<file path="src/rtl/dnn_mac_sched.sv">
// Two-layer 4-4-2 integer MLP evaluated serially on one shared signed multiplier.
// Layer 1 takes 16 cycles and layer 2 takes 8; the result is held until the consumer accepts it.
module dnn_mac_sched #(
  parameter int RELU_EN = 0
) (
  input  logic        clk,
  input  logic        rst_n,
  input  logic        in_valid,
  output logic        in_ready,
  input  logic [19:0] x,
  input  logic [79:0] w1,
  input  logic [39:0] w2,
  output logic [16:0] out0,
  output logic [16:0] out1,
  output logic        out_valid,
  input  logic        out_ready,
  output logic        busy
);

  localparam int unsigned DW = 5;
  localparam int unsigned HW = 12;
  localparam int unsigned AW = 17;

  localparam logic [1:0] S_IDLE = 2'd0;
  localparam logic [1:0] S_L1   = 2'd1;
  localparam logic [1:0] S_L2   = 2'd2;
  localparam logic [1:0] S_DONE = 2'd3;

  logic [1:0]  state, state_nxt;
  logic [3:0]  k, k_nxt;
  logic        capture, mac_l1, mac_l2, load_out, release_out;

  logic [19:0] x_r;
  logic [79:0] w1_r;
  logic [39:0] w2_r;

  logic signed [DW-1:0] x_a  [4];
  logic signed [DW-1:0] w1_a [16];
  logic signed [DW-1:0] w2_a [8];
  logic signed [HW-1:0] h    [4];
  logic signed [HW-1:0] h_use[4];
  logic signed [AW-1:0] a    [2];

  logic signed [HW-1:0] mul_a;
  logic signed [DW-1:0] mul_b;
  logic signed [AW-1:0] prod;
  logic signed [AW-1:0] a_sum;

  // Unpack captured operands; hidden values pass through the optional ReLU.
  always_comb begin
    for (int i = 0; i < 4; i++) x_a[i] = x_r[DW*i +: DW];
    for (int i = 0; i < 16; i++) w1_a[i] = w1_r[DW*i +: DW];
    for (int i = 0; i < 8; i++) w2_a[i] = w2_r[DW*i +: DW];
    for (int j = 0; j < 4; j++) h_use[j] = ((RELU_EN != 0) && h[j][HW-1]) ? '0 : h[j];
  end

  // Shared multiplier: x*w1 in layer 1, h*w2 in layer 2.
  always_comb begin
    if (state == S_L2) begin
      mul_a = h_use[k[1:0]];
      mul_b = w2_a[k[2:0]];
    end else begin
      mul_a = {{(HW-DW){x_a[k[1:0]][DW-1]}}, x_a[k[1:0]]};
      mul_b = w1_a[k];
    end
  end

  assign prod  = $signed({{(AW-HW){mul_a[HW-1]}}, mul_a}) *
                 $signed({{(AW-DW){mul_b[DW-1]}}, mul_b});
  assign a_sum = a[k[2]] + prod;

  always_ff @(posedge clk) begin
    if (!rst_n) begin
      state <= S_IDLE;
      k     <= '0;
    end else begin
      state <= state_nxt;
      k     <= k_nxt;
    end
  end

  always_comb begin
    state_nxt   = state;
    k_nxt       = k;
    capture     = 1'b0;
    mac_l1      = 1'b0;
    mac_l2      = 1'b0;
    load_out    = 1'b0;
    release_out = 1'b0;
    case (state)
      S_IDLE: begin
        if (in_valid) begin
          capture   = 1'b1;
          k_nxt     = '0;
          state_nxt = S_L1;
        end
      end
      S_L1: begin
        mac_l1 = 1'b1;
        k_nxt  = k + 4'd1;
        if (k == 4'd15) state_nxt = S_L2;
      end
      S_L2: begin
        mac_l2 = 1'b1;
        if (k == 4'd7) begin
          k_nxt     = '0;
          load_out  = 1'b1;
          state_nxt = S_DONE;
        end else begin
          k_nxt = k + 4'd1;
        end
      end
      S_DONE: begin
        if (out_ready) begin
          release_out = 1'b1;
          state_nxt   = S_IDLE;
        end
      end
      default: state_nxt = S_IDLE;
    endcase
  end

  // Datapath: operand capture, accumulators and the result/handshake flops.
  always_ff @(posedge clk) begin
    if (!rst_n) begin
      x_r       <= '0;
      w1_r      <= '0;
      w2_r      <= '0;
      for (int j = 0; j < 4; j++) h[j] <= '0;
      a[0]      <= '0;
      a[1]      <= '0;
      out0      <= '0;
      out1      <= '0;
      out_valid <= 1'b0;
      busy      <= 1'b0;
      in_ready  <= 1'b1;
    end else begin
      if (capture) begin
        x_r  <= x;
        w1_r <= w1;
        w2_r <= w2;
        for (int j = 0; j < 4; j++) h[j] <= '0;
        a[0] <= '0;
        a[1] <= '0;
      end
      if (mac_l1) h[k[3:2]] <= h[k[3:2]] + HW'(prod);
      if (mac_l2) a[k[2]] <= a_sum;
      // Load happens only at k=7, so out1 takes the final a1 update directly.
      if (load_out) begin
        out0      <= a[0];
        out1      <= a_sum;
        out_valid <= 1'b1;
      end else if (release_out) begin
        out_valid <= 1'b0;
      end
      busy     <= (state_nxt != S_IDLE);
      in_ready <= (state_nxt == S_IDLE);
    end
  end

endmodule

</file>
<file path="config.mk">
export PLATFORM = sky130hd
export DESIGN_NAME = dnn_mac_sched
export DESIGN_NICKNAME = d
export VERILOG_FILES = /design/src/rtl/dnn_mac_sched.sv
export SDC_FILE = /design/constraint.sdc
export NUM_CORES = 1
export LEC_CHECK = 0
export BUFFER_PORTS_ARGS = -buffer_cell sky130_fd_sc_hd__buf_2
export CORE_MARGIN = 1.5
export CORE_UTILIZATION = 35
export DETAILED_ROUTE_END_ITERATION = 8
export GPL_TIMING_DRIVEN = 0
export PLACE_DENSITY = 0.53
export SYNTH_ARGS = -nofsm -noshare
export SYNTH_HDL_FRONTEND = slang
export SYNTH_SLANG_ARGS = --single-unit
</file>
<file path="constraint.sdc">
create_clock -name clk -period 6.75 [get_ports clk]
set_input_delay 1.0125 -clock clk [delete_from_list [all_inputs] [get_ports clk]]
set_output_delay 1.0125 -clock clk [all_outputs]
set_load 0.01 [all_outputs]
</file>
### Yosys cells after proc, flatten, opt, wreduce, memory -nomap -nowiden

Memories as Yosys holds them, arrays and structs flattened. A register that Yosys moved wholly into a read port is not among the register bits.
Index checks and enable logic that the tools add are counted.

| word-level totals | value |
|---|---|
| flip-flop bits (word level) | 166 |
| memory bits (writable) | 82 |
| memories kept | 2 |

Memory list:

| memory | depth | bits a word | read ports | clocked after memory_dff | wr ports | line | text |
|---|---|---|---|---|---|---|---|
| h | 4 | 12 | 5 | 1 | 4 | 40 | `logic signed [HW-1:0] h [4];` |
| a | 2 | 17 | 2 | 2 | 2 | 42 | `logic signed [AW-1:0] a [2];` |

| cells by class | value |
|---|---|
| $add $sub $neg | 3 |
| $mul | 1 |
| magnitude comparators | 3 |
| eq/ne operators | 6 |
| mux-type cells | 58 |
| bitwise logic cells | 9 |
| reductions and logical operators | 9 |

Operators with widths:

| cell | count |
|---|---|
| $mux W12 | 8 |
| $mux W17 | 3 |
| $mux W5 | 7 |
| $mux W1 | 25 |
| $bmux W12 S2 | 1 |
| $bmux W5 S4 | 1 |
| $add A17 B17 Y17 | 1 |
| $mul A12 B5 Y17 | 1 |
| $reduce_or A17 Y1 | 1 |
| $bmux W5 S3 | 1 |
| $mux W2 | 7 |
| $add A12 B12 Y12 | 1 |
| $pmux W4 S3 | 1 |
| $reduce_or A12 Y1 | 1 |
| $bmux W5 S2 | 1 |
| $mux W4 | 2 |
| $pmux W2 S4 | 1 |
| $or A1 B1 Y1 | 6 |
| $ge A5 B5 Y1 const B | 1 |
| $not A4 Y5 | 1 |
| $add A4 B1 Y4 const B | 1 |
| $eq A2 B2 Y1 const B | 2 |
| $eq A4 B3 Y1 const B | 1 |
| $eq A4 B4 Y1 const B | 1 |
| other kinds (11) | 13 |

### Longest topological paths before layout

Gate-level depths: netlist of the first run.

| depth | value |
|---|---|
| depth after elaboration | 8 |
| mapped depth | 31 |
| gate-level depth less buffers | 28 |

### Worst setup path before layout of the first run

OpenSTA, ideal clock, no wires.

| path | value |
|---|---|
| path kind | flip-flop to flip-flop |
| from | reg k[1] |
| to | mem a[0][16] (data pin) |
| setup time | 0.264 ns |
| arrival | 6.317 ns |
| data required time | 6.486 ns |
| setup slack | 0.169 ns |
| cell stages (with the launch flop) | 29 |
| buffers on the path | 4 |
| clock period less this slack | 6.581 ns |
| cells stage by stage | dfxtp_1 -> buf_2 -> buf_2 -> mux4_2 -> mux4_2 -> o21ai_2 -> buf_4 -> nor2_1 -> fa_1 -> inv_1 -> fa_1 -> fa_1 -> inv_1 -> fa_1 -> a21oi_1 -> o22ai_1 -> nor2b_1 -> o21bai_1 -> a21o_1 -> xnor2_1 -> ha_1 -> clkbuf_1 -> nand3_1 -> o221ai_1 -> a21oi_1 -> nand3_1 -> o2bb2ai_1 -> xor2_1 -> nor2_1 |

RTL lines:

| item | line | text |
|---|---|---|
| start, declared | 30 | `logic [3:0] k, k_nxt;` |
| start signal, assigned | 78 | `k <= k_nxt;` |
| end, declared | 42 |  |

==> impl_results.md, run 1 <==
- Critical Path AT: approximately 7.1 ns
- Worst setup margin: -0.0445 ns
- Maxcap violations: 0
- Most used cell, CP: fa_1
- Reg clk slew, reported paths: ~0.060 ns
- HP Start: out0[13]
- Cells after Synth: 1570
- Area growth from synthesis to layout: 27.2%
- Hold Path End: out0[13]
- Crit path max fanout: 6
- Die Span Y: roughly 210 um
- Post-DP Area: roughly 16000 um2
- Hold_buf cts: 0
- Final wirelength: 44.1 mm
- Detailed Route Iter0 Violations: 835
- Syn_area_per_cell: 9.32 um2
- Yosys reg bits: 268
- Row count: 74
- Layout cells sized above 1: 0.269
- R2R Path End: a[0][15]
- Status: finished, violations left
- WHS: between 0.4 and 0.5 ns
- Critical path's slowest cell: mux4_2
- Vias per std cell: 5.13
- Setup violators final: 3
- Largest net degree at the start of global routing: 18
- Most common flop cell mapped by yosys: dfxtp_1
- Gp weighted congestion: ~0.86
- Number of flops mapped to enable cells by yosys: slightly above 80
- Worst r2r src: k[0]
- Total number of vias: about 12000
- Setup Skew: 0.0195 ns
- Slew Limit Fails: 0
- Largest stage delay on the critical path: approximately 0.56 ns
- Placed insts: about 2300
- GRT Resource Usage Total: 0.198
- Pre-antenna DRT Iters: 7
- Initial Utilization: 0.357
- Final Hold Viols: 0
- Grt ovf: 0
- Commonest non-fill, non-tap cell in the layout: nand2_1
- Clk sink count: around 270
- Synth unique cells: between 50 and 60
- Crit path required time: 7.04 ns
- Worst skew pair latency: 0.56 ns
- Die W: ~210 um
- Maximum VDD drop: roughly 0.37 mV
- Initial antenna violation count: 0
- F_max: 0.147 GHz
- Flop-to-flop setup slack: -0.04 ns
- Fin cells: 2384
- Failing checks: DRC, setup timing
- Yosys Warn Count: 0
- R2R depth: 28
- Root buffer cell: clkbuf_16
- Die area: ~43000 um2
- Slew @ Worst Pin: between 0.8 and 0.9 ns
- Routed Antenna Nets: 0
- Setup crit start kind: flip-flop
- Vias in the first global route: between 10000 and 15000
- Min Tclk post-route: a little under 7 ns
- DRC viols: 4
- Inserted Diodes: 0
- Async set-reset flop share out of synthesis: 0
- Final instance area: 18600 um2
- Wire per inst: between 15 and 20 um
- Pleak: approximately 7.4 nW
- DP Wirelength: around 33 mm
- Worst Setup End Kind: flip-flop
- Final period utilization: 1.01
- First-pass GRT wire length: around 67 mm
- RSZ-0062 raised after global routing: true
- CORE AREA: slightly above 40000 um2
- Nets@finish: 2076
- Most frequent cells in the layout: nand2_1 (349), a21oi_1 (187), dfxtp_1 (184), buf_2 (182), nor2_1 (151)
- Worst Path Buf+Inv: 6
- Sequential fraction of the synthesis area: 0.423
- Number of I/O port buffers: between 150 and 200
- Crit path max-delay family: adder cells
- Hold path depth: 2
- Post-Synthesis Cell Area: around 15000 um2
- Clk buf depth: 3
- Syn Nets: 1815
- Worst Hold Class: flip-flop to flip-flop
- Slew headroom: 0.407
- CTS H-tree depth: 1
- CTS buffer count: 29
- CP Class: flip-flop to flip-flop
- PwrDens: around 560 nW/um2
- TritonCTS clock tree: done
- Number of top-level pins: 181
==> cell usage after synthesis, drive strengths merged (3+ instances only) <==
library cell / n / area (um2)
nand2: 351 / 1320
o21ai: 31 / 166
clkbuf: 70 / 263
nand3b: 5 / 37.5
o31ai: 4 / 30.0
o211ai: 3 / 22.5
inv: 79 / 297
o21a: 6 / 45.0
xnor2: 19 / 166
a21boi: 3 / 22.5
mux2i: 12 / 120
a21o: 17 / 128
buf: 25 / 148
ha: 61 / 763
or2: 5 / 31.3
nor2: 163 / 612
nor2b: 19 / 119
a211oi: 3 / 22.5
mux2: 17 / 191
edfxtp: 82 / 2460
mux4: 64 / 1440
nand2b: 8 / 50.1
a21oi: 204 / 1020
dfxtp: 186 / 3720
nor3: 10 / 50.1
o21bai: 3 / 22.5
or3: 4 / 25.0
nand3: 30 / 150
xor2: 17 / 149
fa: 40 / 801
==> state kept, by name, indices dropped and copies added, names as in the netlist, named ones only <==
register,count
a,34
busy,1
h,48
in_ready,1
k,4
out0,17
out1,17
out_valid,1
state,2
w1_r,80
w2_r,40
x_r,20
==> repair_timing <==
item / in CTS / in global routing
endpoints found under the setup margin: 44 / 36
setup buffers: 24 / 27
gates resized for setup: 88 / 122
cloned: 2 / 1
pin swaps: 27 / 68
==> per-layer routing <==
metal | vias to the layer above | GRT usage | wire [um]
li1 | 5898 | - | -
met1 | 5913 | 0.266 | 19600
met2 | 357 | 0.337 | 21300
met3 | 58 | 0.0275 | 2190
met4 | 0 | 0.0472 | 991
met5 | - | 0 | 0
==> worst max path at each step <==
stage | start | end | slack [ns] | cells after the start
after floorplan | k[1] | a[0][16] | 0.17 | 28
after global placement | k[1] | a[0][16] | -1.16 | 25
after detailed placement | k[1] | a[1][16] | -1.21 | 25
after CTS | k[0] | a[1][16] | -0.03 | 28
after global routing | k[0] | a[0][15] | -0.23 | 28
final | k[0] | a[0][15] | -0.04 | 28
==> where the power goes <==
part	total, mW	internal (mW)	switching (mW)
Sequential	2.18	2.02	0.154
Clock	1.62	0.948	0.667
Combinational	6.64	2.90	3.74
Total	10.4	5.87	4.56
==> tightest hold or removal path: stages (launching register included) <==
cell     delay, ns
dfxtp_1       0.31
nand2_1       0.05
a21oi_1       0.05
==> stage by stage <==
| stage | util | setup slack [ns] | setup TNS, ns | total power, mW |
|---|---|---|---|---|
| 2_1_floorplan | - | 0.169 | 0 | 5.50 |
| 3_3_place_gp | 0.395 | -1.16 | -26.94 | 6.71 |
| 3_5_place_dp | 0.395 | -1.21 | -28.16 | 6.79 |
| 4_1_cts | 0.433 | -0.0336 | -0.0658 | 9.17 |
| 5_1_grt | 0.454 | -0.227 | -1.71 | 11.1 |
| 6_report | 0.454 | -0.0445 | -0.0939 | 10.4 |
==> area by class of cell <==
class                   count  area (um2)
fillers                  4017       22400
multi-input cells        1128        8600
flip-flops and latches    268        6190
repair buffers            232        1380
clock buffers              44         933
well taps                 532         666
plain buffers              93         494
inverters                  79         302
clock inverters             8        48.8
==> cell families (layout without fill, tap and decap cells) <==
kind of cell / Yosys count / in the layout / synth area share
mux: 93 / 93 / 0.120
fa+ha+maj: 101 / 101 / 0.107
simple gates: 603 / 603 / 0.167
flops: 268 / 268 / 0.423
buf+inv: 174 / 456 / 0.0483
xor+xnor: 36 / 36 / 0.0215
compound gates: 295 / 295 / 0.114
Note: power is estimated with default switching activity, not from simulation.
==> run 2: changes to the inputs <==
RECOVER_POWER = 100   (was not set)
==> impl_results.md, run 2 (same netlist as run 1, synthesis figures left out) <==
- Status: finished, violations left
- Failing checks: DRC, setup timing
- CORE AREA: 41000 um2 (unchanged)
- Row count: 74 (unchanged)
- DRC viols: 4 (unchanged)
- Biggest regs: w1_r (80), h (48), w2_r (40)
- Crit path required time: 7.04 ns (about the same)
- Nets@finish: 2076 (unchanged)
- R2R depth: 28 (unchanged)
- Final instance area: 18600 um2 (-0.25%)
- Slew Limit Fails: 0 (unchanged)
- WHS: 0.451 ns (+0.000799 ns)
- Largest stage delay on the critical path: 0.56 ns (about the same)
- Setup TNS: -0.0698 ns (+0.0240 ns)
- Commonest non-fill, non-tap cell in the layout: nand2_1
- Worst Setup End Kind: flip-flop
- Routed Antenna Nets: 0 (unchanged)
- Worst r2r src: k[0]
- F_max: 0.147 GHz (+0.17%)
- PwrDens: 562 nW/um2 (+0.24%)
- Vias in the first global route: 12100 (unchanged)
- DP Wirelength: 32.7 mm (unchanged)
- Most frequent cells in the layout: nand2_1 (349), a21oi_1 (187), dfxtp_1 (184), nor2_1 (151), buf_2 (145)
- Total number of vias: 12200 (-0.15%)
- Flop-to-flop setup slack: -0.03 ns (about the same)
- Slew headroom: 0.400 (-0.00750)
- Most used cell, CP: fa_1
- Final period utilization: 1.00 (-0.00170)
- Dpl ws: -1.21 ns (unchanged)
- Inserted Diodes: 0 (unchanged)
- Worst setup margin: -0.0330 ns (+0.0115 ns)
- Die area: 43100 um2 (unchanged)
- Post-DP Area: 16200 um2 (unchanged)
- Grt ovf: 0 (unchanged)
- Crit path max fanout: 6 (unchanged)
- Setup Skew: 0.0147 ns (-0.00484 ns)
- Root buffer cell: clkbuf_16
- RSZ-0062 raised after global routing: true
- TritonCTS clock tree: done
- CTS H-tree depth: 1 (unchanged)
- Critical path's slowest cell: mux4_2
- First-pass GRT wire length: 66.5 mm (unchanged)
- GRT Resource Usage Total: 0.198 (unchanged)
- Hold Path End: x_r[11]
- Final Hold Viols: 0 (unchanged)
- Most flop-heavy register: w1_r
- Setup crit start kind: flip-flop
- Largest register FFs: 80 (unchanged)
- Pre-antenna DRT Iters: 7 (unchanged)
- Final wirelength: 44.1 mm (+0.10%)
- Hold path depth: 2 (unchanged)
- Die W: 207 um (unchanged)
- Clk sink count: 268 (unchanged)
- Number of I/O port buffers: 179 (unchanged)
- Slew @ Worst Pin: 0.900 ns (+0.0113 ns)
- Detailed Route Iter0 Violations: 825 (-1.2%)
- Gp weighted congestion: 0.858 (unchanged)
- Maximum VDD drop: 0.369 mV (-0.29%)
- CTS buffer count: 29 (unchanged)
- Die Span Y: 207 um (unchanged)
- Vias per std cell: 5.12 (-0.15%)
- Wire per inst: 18.5 um (+0.10%)
- Reg clk slew, reported paths: 0.06 ns (about the same)
- Hold_buf cts: 0 (unchanged)
- CP startpoint: k[0]
- Min Tclk post-route: 6.78 ns (-0.0115 ns)
- Total Power: 10.4 mW (about the same)
- Pleak: 7.23 nW (-2.2%)
- Largest net degree at the start of global routing: 18 (unchanged)
- Maxcap violations: 0 (unchanged)
- R2R Path End: a[0][15]
- Initial antenna violation count: 0 (unchanged)
- Number of top-level pins: 181 (unchanged)
- Clk buf depth: 3 (unchanged)
- Critical Path AT: 7.07 ns (about the same)
- Worst skew pair latency: 0.55 ns (about the same)
- CP Class: flip-flop to flip-flop
- Layout cells sized above 1: 0.249 (-0.0200)
- Worst Hold Class: flip-flop to flip-flop
- Initial Utilization: 0.357 (unchanged)
- Area growth from synthesis to layout: 26.9%
- Setup violators final: 3 (unchanged)
- HP Start: x_r[11]
[run 2: cell count changes in the layout (fill, tap and decap cells not counted)]
| cell | change |
|---|---|
| buf_1 | -4 |
| buf_2 | -37 |
| clkbuf_1 | +41 |
| or2_0 | +1 |
| or2_1 | -1 |
[run 2: timing repair]
item / in CTS / in global routing
endpoints found under the setup margin: 44 / 36
gates cloned: 2 / 1
gates resized for setup: 88 / 122
buffers inserted: 24 / 27
pin swaps: 27 / 68
[run 2: per-stage QoR]
| stage | util | instances |
|---|---|---|
| final | 0.453 | 2384 |
| after detailed placement | 0.395 | 2281 |
| after global routing | 0.453 | 2384 |
| after global placement | 0.395 | 2281 |
| after CTS | 0.433 | 2357 |
| after floorplan | - | 1570 |
[run 2: worst max-delay path by stage]
stage / depth (start not counted) / slack, ns / endpoint
6_report: 28 / -0.03 / a[0][15]
5_1_grt: 28 / -0.23 / a[0][15]
3_3_place_gp: 25 / -1.16 / a[0][16]
4_1_cts: 28 / -0.03 / a[1][16]
2_1_floorplan: 28 / 0.17 / a[0][16]
3_5_place_dp: 25 / -1.21 / a[1][16]
[run 2: area by class of cell]
class                   instances  area (um2)
flip-flops and latches        268        6190
plain buffers                  93         494
well taps                     532         666
repair buffers                232        1330
clock buffers                  44         933
clock inverters                 8        48.8
fillers                      4041       22400
multi-input cells            1128        8600
inverters                      79         302
[run 2: critical path, delay by kind of cell (launching register included)]
kind,cells,cell delay [ns]
adders and majority gates,5,2.08
AOI/OAI and AO/OA,8,1.33
muxes,2,1.09
and+or+nand+nor,7,0.92
buffers and inverters,6,0.74
DFF,1,0.35
[run 2: routing by layer]
layer | part of all wire | global-route usage | vias to the layer above
li1 | - | - | 5892
met1 | 0.44 | 0.266 | 5900
met2 | 0.49 | 0.337 | 355
met3 | 0.048 | 0.0275 | 61
met4 | 0.021 | 0.0472 | 0
met5 | 0 | 0 | -
[run 2: power breakdown]
| group | total [mW] | internal (mW) | switching, mW |
|---|---|---|---|
| sequential | 2.18 | 2.02 | 0.155 |
| combinational | 6.64 | 2.90 | 3.74 |
| clock | 1.62 | 0.948 | 0.669 |
